### config.mk
export PLATFORM = sky130hd
export DESIGN_NAME = iod_delay_tap_ctrl
export DESIGN_NICKNAME = d
export VERILOG_FILES = /design/src/rtl/iod_delay_tap_ctrl.sv
export SDC_FILE = /design/constraint.sdc
export NUM_CORES = 1
export LEC_CHECK = 0
export ABC_AREA = 1
export CAP_MARGIN = 10
export CORE_ASPECT_RATIO = 0.7
export CORE_MARGIN = 2
export CORE_UTILIZATION = 53
export CTS_CLUSTER_SIZE = 25
export DETAILED_ROUTE_END_ITERATION = 16
export GPL_TIMING_DRIVEN = 0
export MAX_ROUTING_LAYER = met4
export PLACE_DENSITY_LB_ADDON = 0.05
export SYNTH_ARGS = -nofsm -noshare
export SYNTH_HDL_FRONTEND = slang
export SYNTH_SLANG_ARGS = --single-unit
### constraint.sdc
create_clock -name FAB_CLK -period 3.6 [get_ports FAB_CLK]
set_input_delay 0.72 -clock FAB_CLK [delete_from_list [all_inputs] [get_ports FAB_CLK]]
set_output_delay 0.72 -clock FAB_CLK [all_outputs]
set_load 0.01 [all_outputs]
### src/rtl/iod_delay_tap_ctrl.sv
// Per-lane IOD delay-line / eye-monitor sequencer: executes LOAD, MOVE and SAMPLE
// commands from the training engine and returns one response per command.
module iod_delay_tap_ctrl #(
  parameter int TAP_W      = 8,
  parameter int MAX_TAP    = 127,
  parameter int INIT_TAP   = 1,
  parameter int SETTLE_CYC = 4,
  parameter int SAMPLE_CYC = 16,
  parameter int CNT_W      = 5
) (
  input  logic             FAB_CLK,
  input  logic             ARST_N,
  input  logic             cmd_valid,
  output logic             cmd_ready,
  input  logic [1:0]       cmd_op,
  input  logic             cmd_dir,
  input  logic [TAP_W-1:0] cmd_count,
  output logic             rsp_valid,
  output logic [TAP_W-1:0] rsp_tap,
  output logic [CNT_W-1:0] rsp_early_cnt,
  output logic [CNT_W-1:0] rsp_late_cnt,
  output logic             rsp_oor,
  output logic             rsp_err,
  output logic             DELAY_LINE_LOAD_0,
  output logic             DELAY_LINE_MOVE_0,
  output logic             DELAY_LINE_DIRECTION_0,
  input  logic             DELAY_LINE_OUT_OF_RANGE_0,
  output logic             EYE_MONITOR_CLEAR_FLAGS_0,
  input  logic             EYE_MONITOR_EARLY_0,
  input  logic             EYE_MONITOR_LATE_0
);

  localparam int SET_W = (SETTLE_CYC > 1) ? $clog2(SETTLE_CYC) : 1;
  localparam int SMP_W = (SAMPLE_CYC > 1) ? $clog2(SAMPLE_CYC) : 1;

  typedef enum logic [2:0] {
    ST_IDLE,
    ST_PULSE,
    ST_SETTLE,
    ST_SAMPLE,
    ST_RESP
  } state_t;

  typedef enum logic [1:0] {
    OP_LOAD   = 2'b00,
    OP_MOVE   = 2'b01,
    OP_SAMPLE = 2'b10,
    OP_RSVD   = 2'b11
  } op_t;

  state_t           r_state;
  op_t              r_op;
  logic             r_dir;
  logic [TAP_W-1:0] r_rem;
  logic [TAP_W-1:0] r_tap;
  logic [SET_W-1:0] r_set_cnt;
  logic [SMP_W-1:0] r_smp_cnt;
  logic [CNT_W-1:0] r_early;
  logic [CNT_W-1:0] r_late;
  logic             r_ready;
  logic             r_rsp_valid;
  logic [TAP_W-1:0] r_rsp_tap;
  logic [CNT_W-1:0] r_rsp_early;
  logic [CNT_W-1:0] r_rsp_late;
  logic             r_rsp_oor;
  logic             r_rsp_err;
  logic             r_load;
  logic             r_move;
  logic             r_dir_out;
  logic             r_clear;

  logic             w_accept;
  logic             w_step_go;
  logic             w_step_dir;
  logic [TAP_W-1:0] w_step_rem;
  logic             w_at_limit;
  logic [CNT_W-1:0] w_early_nxt;
  logic [CNT_W-1:0] w_late_nxt;

  assign w_accept = (r_state == ST_IDLE) && cmd_valid && r_ready;

  // A MOVE step is evaluated either straight from the accepted command or at the
  // end of each settle gap; both paths share one limit check before pulsing.
  assign w_step_go  = (w_accept && (op_t'(cmd_op) == OP_MOVE)) ||
                      ((r_state == ST_SETTLE) && (r_set_cnt == '0) && (r_op == OP_MOVE));
  assign w_step_dir = (r_state == ST_IDLE) ? cmd_dir : r_dir;
  assign w_step_rem = (r_state == ST_IDLE) ? cmd_count : r_rem;
  assign w_at_limit = w_step_dir ? (r_tap == TAP_W'(MAX_TAP)) : (r_tap == '0);

  assign w_early_nxt = (EYE_MONITOR_EARLY_0 && (r_early != '1)) ? r_early + CNT_W'(1) : r_early;
  assign w_late_nxt  = (EYE_MONITOR_LATE_0  && (r_late  != '1)) ? r_late  + CNT_W'(1) : r_late;

  always_ff @(posedge FAB_CLK or negedge ARST_N) begin
    if (!ARST_N) begin
      r_state     <= ST_IDLE;
      r_op        <= OP_LOAD;
      r_dir       <= 1'b0;
      r_rem       <= '0;
      r_tap       <= TAP_W'(INIT_TAP);
      r_set_cnt   <= '0;
      r_smp_cnt   <= '0;
      r_early     <= '0;
      r_late      <= '0;
      r_ready     <= 1'b1;
      r_rsp_valid <= 1'b0;
      r_rsp_tap   <= TAP_W'(INIT_TAP);
      r_rsp_early <= '0;
      r_rsp_late  <= '0;
      r_rsp_oor   <= 1'b0;
      r_rsp_err   <= 1'b0;
      r_load      <= 1'b0;
      r_move      <= 1'b0;
      r_dir_out   <= 1'b0;
      r_clear     <= 1'b0;
    end else begin
      unique case (r_state)
        ST_IDLE: begin
          if (w_accept) begin
            r_ready <= 1'b0;
            r_op    <= op_t'(cmd_op);
            r_dir   <= cmd_dir;
            unique case (op_t'(cmd_op))
              OP_LOAD: begin
                r_load  <= 1'b1;
                r_tap   <= TAP_W'(INIT_TAP);
                r_state <= ST_PULSE;
              end
              OP_SAMPLE: begin
                r_clear <= 1'b1;
                r_early <= '0;
                r_late  <= '0;
                r_state <= ST_PULSE;
              end
              OP_RSVD: begin
                r_rsp_valid <= 1'b1;
                r_rsp_err   <= 1'b1;
                r_rsp_tap   <= r_tap;
                r_state     <= ST_RESP;
              end
              OP_MOVE: ;
            endcase
          end
        end
        ST_PULSE: begin
          r_load    <= 1'b0;
          r_move    <= 1'b0;
          r_clear   <= 1'b0;
          r_set_cnt <= SET_W'(SETTLE_CYC - 1);
          r_state   <= ST_SETTLE;
        end
        ST_SETTLE: begin
          if (r_set_cnt != '0) begin
            r_set_cnt <= r_set_cnt - SET_W'(1);
          end else if (r_op == OP_SAMPLE) begin
            r_smp_cnt <= SMP_W'(SAMPLE_CYC - 1);
            r_state   <= ST_SAMPLE;
          end else if (r_op != OP_MOVE) begin
            r_rsp_valid <= 1'b1;
            r_rsp_tap   <= r_tap;
            r_state     <= ST_RESP;
          end
        end
        ST_SAMPLE: begin
          r_early <= w_early_nxt;
          r_late  <= w_late_nxt;
          if (r_smp_cnt == '0) begin
            r_rsp_early <= w_early_nxt;
            r_rsp_late  <= w_late_nxt;
            r_rsp_valid <= 1'b1;
            r_rsp_tap   <= r_tap;
            r_state     <= ST_RESP;
          end else begin
            r_smp_cnt <= r_smp_cnt - SMP_W'(1);
          end
        end
        ST_RESP: begin
          r_rsp_valid <= 1'b0;
          r_rsp_oor   <= 1'b0;
          r_rsp_err   <= 1'b0;
          r_dir_out   <= 1'b0;
          r_ready     <= 1'b1;
          r_state     <= ST_IDLE;
        end
        default: r_state <= ST_IDLE;
      endcase

      if (w_step_go) begin
        r_dir_out <= w_step_dir;
        if (w_step_rem == '0) begin
          r_rsp_valid <= 1'b1;
          r_rsp_tap   <= r_tap;
          r_state     <= ST_RESP;
        end else if (w_at_limit || DELAY_LINE_OUT_OF_RANGE_0) begin
          r_rsp_valid <= 1'b1;
          r_rsp_oor   <= 1'b1;
          r_rsp_tap   <= r_tap;
          r_state     <= ST_RESP;
        end else begin
          r_move  <= 1'b1;
          r_tap   <= w_step_dir ? r_tap + TAP_W'(1) : r_tap - TAP_W'(1);
          r_rem   <= w_step_rem - TAP_W'(1);
          r_state <= ST_PULSE;
        end
      end
    end
  end

  assign cmd_ready                 = r_ready;
  assign rsp_valid                 = r_rsp_valid;
  assign rsp_tap                   = r_rsp_tap;
  assign rsp_early_cnt             = r_rsp_early;
  assign rsp_late_cnt              = r_rsp_late;
  assign rsp_oor                   = r_rsp_oor;
  assign rsp_err                   = r_rsp_err;
  assign DELAY_LINE_LOAD_0         = r_load;
  assign DELAY_LINE_MOVE_0         = r_move;
  assign DELAY_LINE_DIRECTION_0    = r_dir_out;
  assign EYE_MONITOR_CLEAR_FLAGS_0 = r_clear;

endmodule

## Word level (Yosys, flattened, before mapping)

Cells that the tools add are included.

| cells by class | value |
|---|---|
| add/sub/neg operators | 7 |
| eq/ne operators | 26 |
| multiplexer cells | 73 |
| bitwise gates (word level) | 2 |
| reductions and logical operators | 34 |

Operators with widths:

| operator | count |
|---|---|
| 8-bit 2-to-1 mux | 17 |
| 1-bit 2-to-1 mux | 28 |
| 3-bit 2-to-1 mux | 8 |
| 8-bit one-hot mux with 3 select lines | 1 |
| 5-bit 2-to-1 mux | 4 |
| 5-bit one-hot mux with 2 select lines | 2 |
| 8-bit zero test | 2 |
| 8-bit by 1-bit subtractor with 8-bit output, second input constant | 2 |
| 3-bit AND reduction | 5 |
| 2-bit nonzero test | 7 |
| 4-bit 2-to-1 mux | 3 |
| 2-bit by 1-bit != test with 1-bit output, second input constant | 6 |
| 3-bit one-hot mux with 4 select lines | 1 |
| 5-bit by 1-bit adder with 5-bit output, second input constant | 2 |
| 5-bit != test, second input constant | 2 |
| 3-bit != test, second input constant | 3 |
| 8-bit by 1-bit adder with 8-bit output, second input constant | 1 |
| 8-bit by 7-bit == test with 1-bit output, second input constant | 1 |
| 1-bit one-hot mux with 2 select lines | 4 |
| 4-bit one-hot mux with 2 select lines | 1 |
| 2-bit AND reduction | 4 |
| 1-bit logical AND | 7 |
| 2-bit == test, second input constant | 3 |
| 3-bit by 2-bit == test with 1-bit output, second input constant | 2 |
| other kinds (20) | 26 |

| word-level totals | value |
|---|---|
| bits in registers | 64 |
| input port bits | 17 |
| output and inout bits | 26 |
| word-level logic and storage cells | 162 |

## Depth between registers and ports, before layout

Gate-level depths: netlist of the first run.

| logic depth | value |
|---|---|
| word-level depth | 8 |
| depth in mapped cells | 15 |
| gate-level depth less buffers | 14 |

## Worst setup path before layout of the first run

Ideal clock, no wire load.

| path | value |
|---|---|
| path type | input to register |
| from | input cmd_dir |
| to | register r_tap[3] |
| library setup time | 0.121 ns |
| arrival | 1.729 ns |
| data required time | 3.479 ns |
| setup slack | 1.750 ns |
| stages on the path | 9 |
| path buffers | 0 |
| cell sequence | inv_1 nand3_1 nand2_2 nand2_1 nand2_1 o21bai_1 or2_2 nand3_1 o21ai_1 |

| between the ends | value |
|---|---|
| word-level cells in the longest chain between the ends | 6 |
| elaborated cells between the ends (all ways) | 7 |
| those cells by class | mux (6); reduce/logical (1) |

Ends and longest elaborated chain:

| what | line | RTL |
|---|---|---|
| start, declared | 16 | `input logic cmd_dir,` |
| 1-bit 2-to-1 mux (*) | 86 | `assign w_step_dir = (r_state == ST_IDLE) ? cmd_dir : r_dir;` |
| 1-bit 2-to-1 mux | 88 | `assign w_at_limit = w_step_dir ? (r_tap == TAP_W'(MAX_TAP)) : (r_tap == '0);` |
| 1-bit logical OR | 193 | `end else if (w_at_limit \|\| DELAY_LINE_OUT_OF_RANGE_0) begin` |
| 8-bit 2-to-1 mux (*) | 193 |  |
| 8-bit 2-to-1 mux (*) | 189 | `if (w_step_rem == '0) begin` |
| 8-bit 2-to-1 mux (*) | 187 | `if (w_step_go) begin` |
| end signal, assigned | 99 | `r_tap <= TAP_W'(INIT_TAP);` |
| end signal, assigned | 125 | `r_tap <= TAP_W'(INIT_TAP);` |
| end signal, assigned | 200 | `r_tap <= w_step_dir ? r_tap + TAP_W'(1) : r_tap - TAP_W'(1);` |
| end, declared | 55 | `logic [TAP_W-1:0] r_tap;` |

Every way passes the cells marked *; elsewhere a longest branch is shown, timed or not.
A chain may end at the register's enable or synchronous reset.

## Final worst setup path of the first run

| path | value |
|---|---|
| from | input cmd_dir |
| to | register r_tap[7] |

Same word-level chain as after synthesis.

==> impl_metrics.toml, run 1 <==
[run_status]
status = "complete, no violations"

[grt]
grt_max_degree = 65
grt_pass1_wl_um = 13600
antenna_found_initial = 0
overflow = 0
grt_pass1_vias = 2914
grt_usage_pct = 24.4

[placement]
pre_cts_slack_ps = 1000
globalplace.congestion = 0.892
placed_area_um2 = 4070
dp_hpwl_um = 5880
port-buffer-count = 42

[flow_run]
maxCapViolCount = 0

[timing]
finClkSkew_ps = 9.26
fmax_ghz = 0.438
rsz0062_at_grt = "no"
hold_violations = 0
slew_headroom_pct = 46.2
setup_violations = 0
drv_slew = 0
timing.final.crit_period_ps = 2280
fin_ws_ps = 1320
fin_hold_ws_ps = 450
fin_crit_sh_pct = 63.4
worstMarginPinSlew_ps = 807

[cts]
clk_pin_slew_ps = 70
cts_setup_buffers = 0
cts-htree-levels = 3
cts_made_buffers = 9
cts.sinks = 64
cts_root_buffer = "clkbuf_8"
ctsResizeCount = 0
cts_hold_buf = 0
cts_tree = "done"
clkLatencyLatePin_ps = 350
cts_buffer_depth = 2

[yosys]
syn-cell-area_um2 = 3540
synth-seq-cells = 64
synth_top_area_share_pct = 43.1
seq_area_frac_synth_pct = 45.3
syn_nets = 487
synth.yosys.warnings = 0
synthCells = 461
synthTopCellsByArea = "dfrtp_1 43%, nand2_1 15%, inv_1 6.7%, nand3_1 5.7%, o21ai_0 4.0%"
syn_area_per_cell_um2 = 7.68
synth_top_area_cell = "dfrtp_1"
netlist-cell-type-count = 35

[worst_setup_path]
worst-setup-path-type = "input port to register"
end_kind = "register"
cp-endpoint = "r_tap[7]"
worst_ep_arrival_time_ps = 2520
r2r-end = "rsp_tap[1]"
cp-start-kind = "input port"
worstPathRequired_ps = 3840
rr_worst_depth = 11
critical_path_peak_fanout = 10
regToRegStartpoint = "r_state[0]"
rrSetupSlack_ps = 1510
startpoint = "cmd_dir"

[layout]
fin_area_um2 = 4250
nets = 540
drive_above_1_share_pct = 9.25
final_util_pct = 67.1
antenna_cells = 0
area_growth_pct = 20.1
fillers = 576

[die]
fp.dieW_um = 102
initial_core_util_pct = 55.9
die-height_um = 72.4
ios = 43
core_area_um2 = 6340
dieArea_um2 = 7360
rows = 24

[routing]
drt_pass1_iterations = 5
route.detailed.drc = 0
via_per_inst = 5.12
num_vias = 3122
wire_per_inst_um = 13.1
drt_iter0_markers = 141
routed_wl_um = 8000
antenna_left = 0

[power]
p_per_area_nw_per_um2 = 811
leakage_nw = 2.15
vdd_drop_max_uv = 408
power_mw = 3.45

[min_path]
hold_class = "input port to async pin"
## routing by layer
| metal | GRT usage (%) | part of all wire (%) | vias up |
|---|---|---|---|
| li1 | - | - | 1585 |
| met2 | 35.2 | 44 | 76 |
| met3 | 5.49 | 4.6 | 4 |
| met5 | - | 0 | - |
| met1 | 35.0 | 51 | 1457 |
| met4 | 6.31 | 0.58 | 0 |
## cell families after synthesis
logic type	after synthesis	share of synthesized area [%]
and+or+nand+nor	238	29.6
buffers and inverters	73	8.62
AOI/OAI and AO/OA	66	10.5
DFF	64	45.3
xor gates and xnor gates	10	2.47
adders and majority gates	9	3.18
muxes	1	0.318
## layout make-up
cell class	count	area (µm²)	share of cell area, %
Buffer	7	57.6	1.35
Sequential cell	64	1610	37.7
Clock inverter	4	45.0	1.06
Multi-Input combinational cell	324	1630	38.3
Timing Repair Buffer	42	418	9.83
Inverter	66	248	5.83
Tap cell	91	114	2.68
Clock buffer	12	135	3.18
## cells in the final DEF (no fill, tap or decap), drive strengths merged
| master | instances |
|---|---|
| dfstp | 3 |
| o22ai | 7 |
| buf | 7 |
| inv | 66 |
| a22oi | 1 |
| nor2 | 26 |
| xor2 | 8 |
| nand2 | 153 |
| nand3 | 44 |
| ha | 9 |
| xnor2 | 2 |
| a21oi | 8 |
| clkinv | 3 |
| nor3 | 7 |
| a31oi | 3 |
| or2 | 2 |
| nand4 | 6 |
| o21ai | 42 |
| o21a | 1 |
| a21boi | 2 |
| o41ai | 1 |
| clkbuf | 13 |
| dfrtp | 61 |
| clkdlybuf4s50 | 41 |
| bufinv | 1 |
| o21bai | 1 |
| mux2 | 1 |
## Yosys cell counts, drive strengths merged
library cell / n
clkbuf: 1
nand3: 44
or2: 2
dfstp: 3
o22ai: 7
o41ai: 1
a31oi: 3
nand4: 6
a21boi: 2
o21a: 1
o21bai: 1
nor2: 26
a22oi: 1
inv: 66
mux2: 1
ha: 9
xnor2: 2
dfrtp: 61
o21ai: 42
a21oi: 8
nor3: 7
nand2: 153
xor2: 8
buf: 6
## per-stage QoR
| stage | instances | TNS, ps |
|---|---|---|
| floorplan | 461 | 0 |
| global placement | 594 | -23670 |
| detailed placement | 594 | 0 |
| CTS | 610 | 0 |
| global route | 610 | 0 |
| finish | 610 | 0 |
## power by group
group          switching (mW)  internal [mW]  leakage (nW)
Combinational           0.914          0.689          1.29
Clock                   0.269          0.317        0.0941
Sequential              0.225           1.04         0.764
## how the worst min path moves through the flow
stage                       startpoint                      to
after floorplan                 ARST_N  DELAY_LINE_DIRECTION_0
after global placement    r_set_cnt[0]            r_set_cnt[0]
after detailed placement  r_set_cnt[0]            r_set_cnt[0]
after CTS                 r_set_cnt[0]            r_set_cnt[0]
after global routing      r_set_cnt[0]            r_set_cnt[0]
final                           ARST_N        rsp_early_cnt[0]
## state kept, by name (all words and copies together), names as in the netlist, 2 cells and up
name	flops
r_tap	8
r_op	2
r_smp_cnt	4
r_state	3
rsp_tap	8
rsp_early_cnt	5
r_rem	8
rsp_late_cnt	5
r_set_cnt	2
r_late	5
r_early	5
## critical path, stage by stage
cell	delay (ps)
clkdlybuf4s50_1	500
inv_1	50
nand3_1	160
nand2_2	170
nand2_1	110
nand2_1	100
o21bai_1	300
nand2_1	130
nand2_1	90
nand2_1	60
nand3_1	60
nand2_1	50
Note: power is estimated with default switching activity, not from simulation.
==> run 2, diff against run 1 <==
==> constraint.sdc (replaced) <==
create_clock -name FAB_CLK -period 2.3 [get_ports FAB_CLK]
set_input_delay 0.46 -clock FAB_CLK [delete_from_list [all_inputs] [get_ports FAB_CLK]]
set_output_delay 0.46 -clock FAB_CLK [all_outputs]
set_load 0.01 [all_outputs]
==> run 2 against run 1 <==
  * Wire length grew 0.16%
  * Sequential share of layout area shrank 0.15 points
  * Count of clock-buffer cells in the layout stayed put
  * Via count is 0.64% higher
  * First-iteration DRC count is 7.8% higher
  * Power rose by 57%
  * Register-to-register slack got worse by 1300 ps
  * Global-route usage unchanged
  * Combinational power increased by 57%
  * Critical path depth down 1
  * Critical endpoint is now rsp_tap[1]
  * Highest routed layer unchanged
==> impl_metrics.toml, run 2 (same netlist as run 1, synthesis figures left out) <==
[cts]
cts-htree-levels = 3
cts_hold_buf = 0
cts_buffer_depth = 2
cts_tree = "done"
cts.sinks = 64
clkLatencyLatePin_ps = 340
cts_made_buffers = 9
cts_root_buffer = "clkbuf_8"
clk_pin_slew_ps = 70

[die]
dieArea_um2 = 7360
ios = 43
rows = 24
core_area_um2 = 6340
fp.dieW_um = 102
die-height_um = 72.4
initial_core_util_pct = 55.9

[layout]
antenna_cells = 0
area_growth_pct = 20.6
fillers = 574
layout_commonest_cell = "nand2_1"
drive_above_1_share_pct = 9.79
fin_area_um2 = 4270
layout_common_cells = "146 x nand2_1, 63 x inv_1, 61 x dfrtp_1"
final_util_pct = 67.4
nets = 542

[placement]
globalplace.congestion = 0.892
dp_hpwl_um = 5880
port-buffer-count = 42
placed_area_um2 = 4070

[grt]
antenna_found_initial = 0
overflow = 0
grt_usage_pct = 24.4
grt_max_degree = 65
grt_pass1_vias = 2914
grt_pass1_wl_um = 13600

[routing]
dr_wl_met2_um = 3500
wl_met1_um = 4100
top_layer = "met4"
antenna_left = 0
routed_wl_um = 8010
num_vias = 3142
drt_iter0_markers = 152
route.detailed.drc = 0
drt_pass1_iterations = 5
wire_per_inst_um = 13.1
wl_met3_um = 331
via_per_inst = 5.13

[worst_setup_path]
regToRegStartpoint = "r_state[0]"
rrSetupSlack_ps = 210
cpMostUsedCell = "nand2_1"
worst_ep_arrival_time_ps = 2320
cp-start-kind = "register"
slowest_stage = "dfrtp_1"
end_kind = "register"
slowest_delay_ps = 420
crit_chain = "nor2_4 -> nand2_2 -> buf_6 -> o21ai_0 -> ha_1 -> nand3_2 -> nand2_1 -> nand2_1 -> buf_4 -> nand3_1 -> nand2_1"
rr_worst_depth = 11
critical_path_peak_fanout = 10
worst-setup-path-type = "register to register"
r2r-end = "rsp_tap[1]"
worstPathRequired_ps = 2530

[run_status]
status = "complete, no violations"

[timing]
setup_violations = 0
worstMarginPinSlew_ps = 804
rsz0062_at_grt = "no"
slew_headroom_pct = 46.4
fin_crit_sh_pct = 90.8
timing.final.crit_period_ps = 2090
hold_violations = 0
tns_ps = 0
fmax_ghz = 0.479
finClkSkew_ps = 8.33
drv_slew = 0

[power]
power_mw = 5.41
leakage_nw = 2.16
vdd_drop_max_uv = 641
p_per_area_nw_per_um2 = 1270

[flow_run]
maxCapViolCount = 0

[min_path]
hold_class = "input port to async pin"
[run 2: cell count changes in the layout (fill, tap and decap cells not counted), sizes merged]
cell / delta
buf: +2
[run 2: worst max-delay path by stage]
stage / from / slack (ps) / cells after the start / to
floorplan: r_state[0] / 470 / 11 / rsp_tap[3]
global placement: ARST_N / -1430 / 1 / r_rem[0]
detailed placement: cmd_dir / -40 / 12 / r_tap[4]
CTS: r_state[0] / 200 / 11 / rsp_tap[5]
global route: r_state[0] / 6 / 9 / r_rem[7]
finish: r_state[0] / 210 / 11 / rsp_tap[1]
[run 2: area by class of cell]
| cell class | count | area, µm² | area share (%) |
|---|---|---|---|
| multi-input combinational | 324 | 1630 | 38.2 |
| sequential | 64 | 1610 | 37.6 |
| buffer | 7 | 57.6 | 1.35 |
| inverter | 66 | 248 | 5.80 |
| tap | 91 | 114 | 2.67 |
| clock buffer | 12 | 135 | 3.16 |
| clock inverter | 4 | 45.0 | 1.05 |
| timing repair buffer | 44 | 433 | 10.1 |
[run 2: routing by layer]
layer | vias to the layer above | global-route usage [%]
met1 | 1471 | 35.0
met4 | 0 | 6.31
met3 | 10 | 5.49
met2 | 69 | 35.2
met5 | - | -
li1 | 1592 | -
[run 2: worst max-delay path: cells and delay by family (launching register included)]
kind                       cells  cell delay (ps)
buffers and inverters          2              340
adders and majority gates      1              230
AOI/OAI and AO/OA              1              320
and+or+nand+nor                7              680
DFF                            1              420
[run 2: metrics by stage]
| stage | hold slack, ps | instances | worst slack (ps) |
|---|---|---|---|
| final | 196 | 612 | 212 |
| after global routing | 266 | 612 | 5.57 |
| after CTS | 233 | 610 | 196 |
| after detailed placement | 458 | 594 | -38.9 |
| after global placement | 453 | 594 | -1430 |
| after floorplan | 164 | 461 | 467 |
[run 2: power breakdown]
group / internal, mW / total (mW) / switching (mW)
registers: 1.62 / 1.98 / 0.354
logic: 1.09 / 2.52 / 1.43
clock network: 0.496 / 0.916 / 0.420
[run 2: what timing repair did]
item,4_1_cts,5_1_grt
setup buffers,0,2
endpoints found under the setup margin,0,1
resized for setup,0,1
endpoints found under the hold margin,0,0
==> run 3, diff against run 2 <==
--- a/config.mk
+++ b/config.mk
@@ -10,9 +10,9 @@
 export CORE_ASPECT_RATIO = 0.7
 export CORE_MARGIN = 2
 export CORE_UTILIZATION = 53
-export CTS_CLUSTER_SIZE = 25
 export DETAILED_ROUTE_END_ITERATION = 16
 export GPL_TIMING_DRIVEN = 0
+export HOLD_SLACK_MARGIN = 0.15
 export MAX_ROUTING_LAYER = met4
 export PLACE_DENSITY_LB_ADDON = 0.05
 export SYNTH_ARGS = -nofsm -noshare
==> results of run 3 <==
No change in the layout: final DEF, timing and power equal those of run 2.
